$ cat src/rtl/ac_pkg.sv
// Shared types and smart-room default sizing for the air-conditioning regulator.
package ac_pkg;

    typedef enum logic [1:0] {
        AC_HOLD = 2'd0,
        AC_HEAT = 2'd1,
        AC_COOL = 2'd2
    } ac_mode_t;

    localparam int unsigned AC_WIDTH    = 6;
    localparam int unsigned AC_STEP     = 1;
    localparam int unsigned AC_DEADBAND = 0;

endpackage

$ cat src/rtl/air_conditioning.sv
// One regulation step per clock: move the sensed temperature one STEP towards the
// setpoint without overshoot, and flag whether that step heated, cooled or held.
module air_conditioning
    import ac_pkg::*;
#(
    parameter int unsigned WIDTH    = AC_WIDTH,
    parameter int unsigned STEP     = AC_STEP,
    parameter int unsigned DEADBAND = AC_DEADBAND
) (
    input  logic             clk,
    input  logic             rst,
    input  logic [WIDTH-1:0] temp,
    input  logic [WIDTH-1:0] ideal,
    output logic [WIDTH-1:0] out_temp,
    output logic             heat_on,
    output logic             cool_on,
    output logic             at_target
);

    localparam int unsigned EW = WIDTH + 1;

    logic [EW-1:0]    temp_x;
    logic [EW-1:0]    ideal_x;
    logic [EW-1:0]    step_x;
    logic [EW-1:0]    band_x;
    ac_mode_t         mode_c;
    logic [WIDTH-1:0] next_temp_c;

    assign temp_x  = {1'b0, temp};
    assign ideal_x = {1'b0, ideal};
    assign step_x  = EW'(STEP);
    assign band_x  = EW'(DEADBAND);

    // Decision and clamp; the extra bit keeps temp+STEP and ideal+STEP from wrapping.
    always_comb begin
        mode_c      = AC_HOLD;
        next_temp_c = temp;
        if (temp_x + band_x < ideal_x) begin
            mode_c = AC_HEAT;
            if (temp_x + step_x > ideal_x) begin
                next_temp_c = ideal;
            end else begin
                next_temp_c = WIDTH'(temp_x + step_x);
            end
        end else if (temp_x > ideal_x + band_x) begin
            mode_c = AC_COOL;
            if (temp_x < ideal_x + step_x) begin
                next_temp_c = ideal;
            end else begin
                next_temp_c = WIDTH'(temp_x - step_x);
            end
        end
    end

    always_ff @(posedge clk) begin
        if (rst) begin
            out_temp  <= '0;
            heat_on   <= 1'b0;
            cool_on   <= 1'b0;
            at_target <= 1'b0;
        end else begin
            out_temp  <= next_temp_c;
            heat_on   <= (mode_c == AC_HEAT);
            cool_on   <= (mode_c == AC_COOL);
            at_target <= (mode_c == AC_HOLD);
        end
    end

endmodule

$ cat config.mk
export PLATFORM = sky130hd
export DESIGN_NAME = air_conditioning
export DESIGN_NICKNAME = d
export VERILOG_FILES = /design/src/rtl/ac_pkg.sv /design/src/rtl/air_conditioning.sv
export SDC_FILE = /design/constraint.sdc
export NUM_CORES = 1
export LEC_CHECK = 0
export CORE_MARGIN = 4
export CORE_UTILIZATION = 52
export DETAILED_ROUTE_END_ITERATION = 16
export GPL_TIMING_DRIVEN = 0
export PLACE_DENSITY_LB_ADDON = 0.12
export RECOVER_POWER = 100
export SLEW_MARGIN = 15
export SYNTH_ARGS = -nofsm -noshare
export SYNTH_HDL_FRONTEND = slang
export SYNTH_SLANG_ARGS = --single-unit
$ cat constraint.sdc
create_clock -name clk -period 3.3 [get_ports clk]
set_clock_uncertainty 0.15 [all_clocks]
set_input_delay 0.66 -clock clk [delete_from_list [all_inputs] [get_ports clk]]
set_output_delay 0.66 -clock clk [all_outputs]
set_load 0.01 [all_outputs]
==> out/summary.txt <==
Hold path depth -> 3
Residual DRC count -> 0
Hpwl dp -> 2.43 mm
Most frequent cell after synthesis -> ha_1
Max VDD drop -> 191 uV
Routability Congestion -> 0.975
Die footprint -> 3200 sq um
Share of the synthesized area in the top cell type -> 21.4%
Primary FF master, synth -> dfxtp_1
Post-route setup slack -> 0.0474 ns
Yosys reg bits -> 9
Placeable Area -> 2230 sq um
Port bufs -> 22
First-pass iteration count of the detailed router -> 4
Vias per std cell -> 6.06
Leak Pwr -> 0.000709 uW
Worst Setup Path Type -> in2reg
Vias -> 1,218
Rel. slew slack -> 67.0%
Status -> completed
Netlist cell types -> 45
Grt ovf -> 0
N_diodes -> 0
Area Overhead vs Synth -> 24.4%
Deepest clock path buffer count -> 2
Die extent in x -> 56.6 um
Post-synth top area cell -> ha_1
Placed inst area -> 1480 sq um
Num Clock Sinks -> 9
Nets -> 209
Worst setup EP type -> register
Crit path max fanout -> 6
Initial Util -> 55.0%
Total CTS buffers -> 3
Clock transition at the registers of the reported paths -> 0.06 ns
Worst-Margin Slew -> 0.495 ns
Synth async-reset ratio -> 0%
Number of synthesized flops with an enable pin -> 0
Die Y -> 56.6 um
Period utilization -> 98.6%
Share of layout cells above drive strength 1 -> 14.5%
Initial antenna violation count -> 0
Non-Filler Instances -> 201
Crit path DAT -> 3.25 ns
Cell Area, Synth -> 1230 sq um
Design area -> 1530 sq um
Row cnt -> 17
Hold EP -> out_temp[1]
Fmax -> 0.307 GHz
CTS tree -> built
Post-Syn Nets -> 181
Pre-CTS setup slack -> -0.372 ns
Final Hold Slack -> 0.767 ns
Tmin final -> 3.25 ns
Post-synthesis sequential area ratio -> 14.7%
Min-delay worst type -> in2reg
Final wirelength -> 3.02 mm
MaxCap Viol Count -> 0
Placed cells -> 196
First-iteration detailed-routing DRC count -> 45
Fillcell total -> 201
Final Hold Vio Count -> 0
Final setup fails -> 0
Worst Path Required -> 3.30 ns
Number of H-tree levels -> 1
Power Density -> 285 nW/um^2
First-pass GRT wire length -> 4.77 mm
Syn Inst Count -> 146
Total GRT Usage -> 18.6%
Antenna viol nets, final -> 0
Syn_area_per_cell -> 8.41 sq um
Hold_sp -> ideal[1]
Top cells by count, synth -> ha_1, inv_1, nand3_1
WL/cell -> 15.0 um
Largest net degree at the start of global routing -> 10
Cts hold-fix bufs -> 0
Final Max Slew Viols -> 0
Final core occ -> 68.3%
# IOs -> 23
CP startpoint kind -> primary input
Root Buffer -> clkbuf_4
Syn. warnings -> 0
Vias in the first global route -> 1,071
Synth top area cells -> ha_1, dfxtp_1, xnor2_1, mux2i_1, nand3_1
worst max-delay path by stage:
stage,from,end,slack [ns],depth (start not counted)
2_1_floorplan,ideal[0],out_temp[4],0.60,10
3_3_place_gp,ideal[0],out_temp[4],-0.31,11
3_5_place_dp,temp[2],out_temp[2],-0.37,11
4_1_cts,ideal[1],out_temp[4],0.008,11
5_1_grt,ideal[2],out_temp[0],-0.02,10
6_report,ideal[2],out_temp[0],0.05,10
layer usage:
layer / wire [um] / vias up / track usage [%] / part of all wire (%)
met1: 1260 / 565 / 24.0 / 42
met3: 237 / 8 / 3.45 / 7.8
met4: 56 / 0 / 6.78 / 1.9
met2: 1470 / 61 / 30.4 / 49
met5: 0 / - / 0 / 0
li1: - / 584 / - / -
final cells by class:
class                   count  area, sq um  share of cell area [%]
flip-flops and latches      9          180                    11.8
repair buffers             23          228                    14.9
clock buffers               4         26.3                    1.72
well taps                  28         35.0                    2.30
plain buffers               3         33.8                    2.21
multi-input cells         123          982                    64.3
inverters                  11         41.3                    2.70
power by group:
| part | leakage (uW) | total, uW | switching [uW] | internal [uW] |
|---|---|---|---|---|
| clock network | 0.0000150 | 80.5 | 34.2 | 46.3 |
| registers | 0.0000746 | 125 | 2.39 | 122 |
| logic | 0.000619 | 230 | 123 | 107 |
| total | 0.000709 | 435 | 160 | 276 |
registers in the layout, indices dropped and copies added (netlist names):
| signal | flops |
|---|---|
| at_target | 1 |
| heat_on | 1 |
| out_temp | 6 |
| cool_on | 1 |
worst max-delay path, stage by stage:
cell	delay (ns)
clkdlybuf4s50_1	0.60
and3_1	0.23
nand3_1	0.12
xnor2_1	0.17
ha_1	0.30
nand3_1	0.12
a21oi_2	0.25
o21ai_1	0.20
a221o_1	0.33
nor4_1	0.26
what timing repair did:
item                       CTS  global route
pin swaps                    0             1
setup endpoints to repair    6             6
buffers inserted             0             1
gates resized for setup      6            10
per-stage QoR:
stage               power (uW)  TNS [ns]
floorplan                  275         0
global placement           353     -1.67
detailed placement         359     -2.02
CTS                        440         0
global route               468   -0.0182
finish                     435         0
cells in the final DEF, fill, tap and decap left out, drive strengths merged:
cell            n
a21o            2
a21oi          10
a221o           1
a22oi           1
a2bb2oi         1
and3            1
buf             4
clkbuf          4
clkdlybuf4s50   7
dfxtp           9
dlygate4sd2     4
dlygate4sd3     9
dlymetal6s2s    2
ha             21
inv            11
mux2            1
mux2i           6
nand2          10
nand2b          2
nand3          11
nand3b          2
nand4           1
nor2            9
nor2b           2
nor3            6
nor3b           2
nor4            2
nor4b           2
o211ai          4
o21ai           9
o22a            1
o22ai           1
o2bb2ai         1
or2             1
or3             2
or3b            1
xnor2           8
xor2            2
kinds of logic (layout without fill, tap and decap cells):
| kind of cell | count (synthesis) | in the layout | share of synthesized area (%) |
|---|---|---|---|
| compound gates | 31 | 31 | 17.5 |
| xor+xnor | 10 | 10 | 7.14 |
| fa+ha+maj | 21 | 21 | 21.4 |
| buf+inv | 14 | 41 | 5.61 |
| flops | 9 | 9 | 14.7 |
| mux | 7 | 7 | 5.81 |
| simple gates | 54 | 54 | 27.8 |
Note: power is estimated with default switching activity, not from simulation.
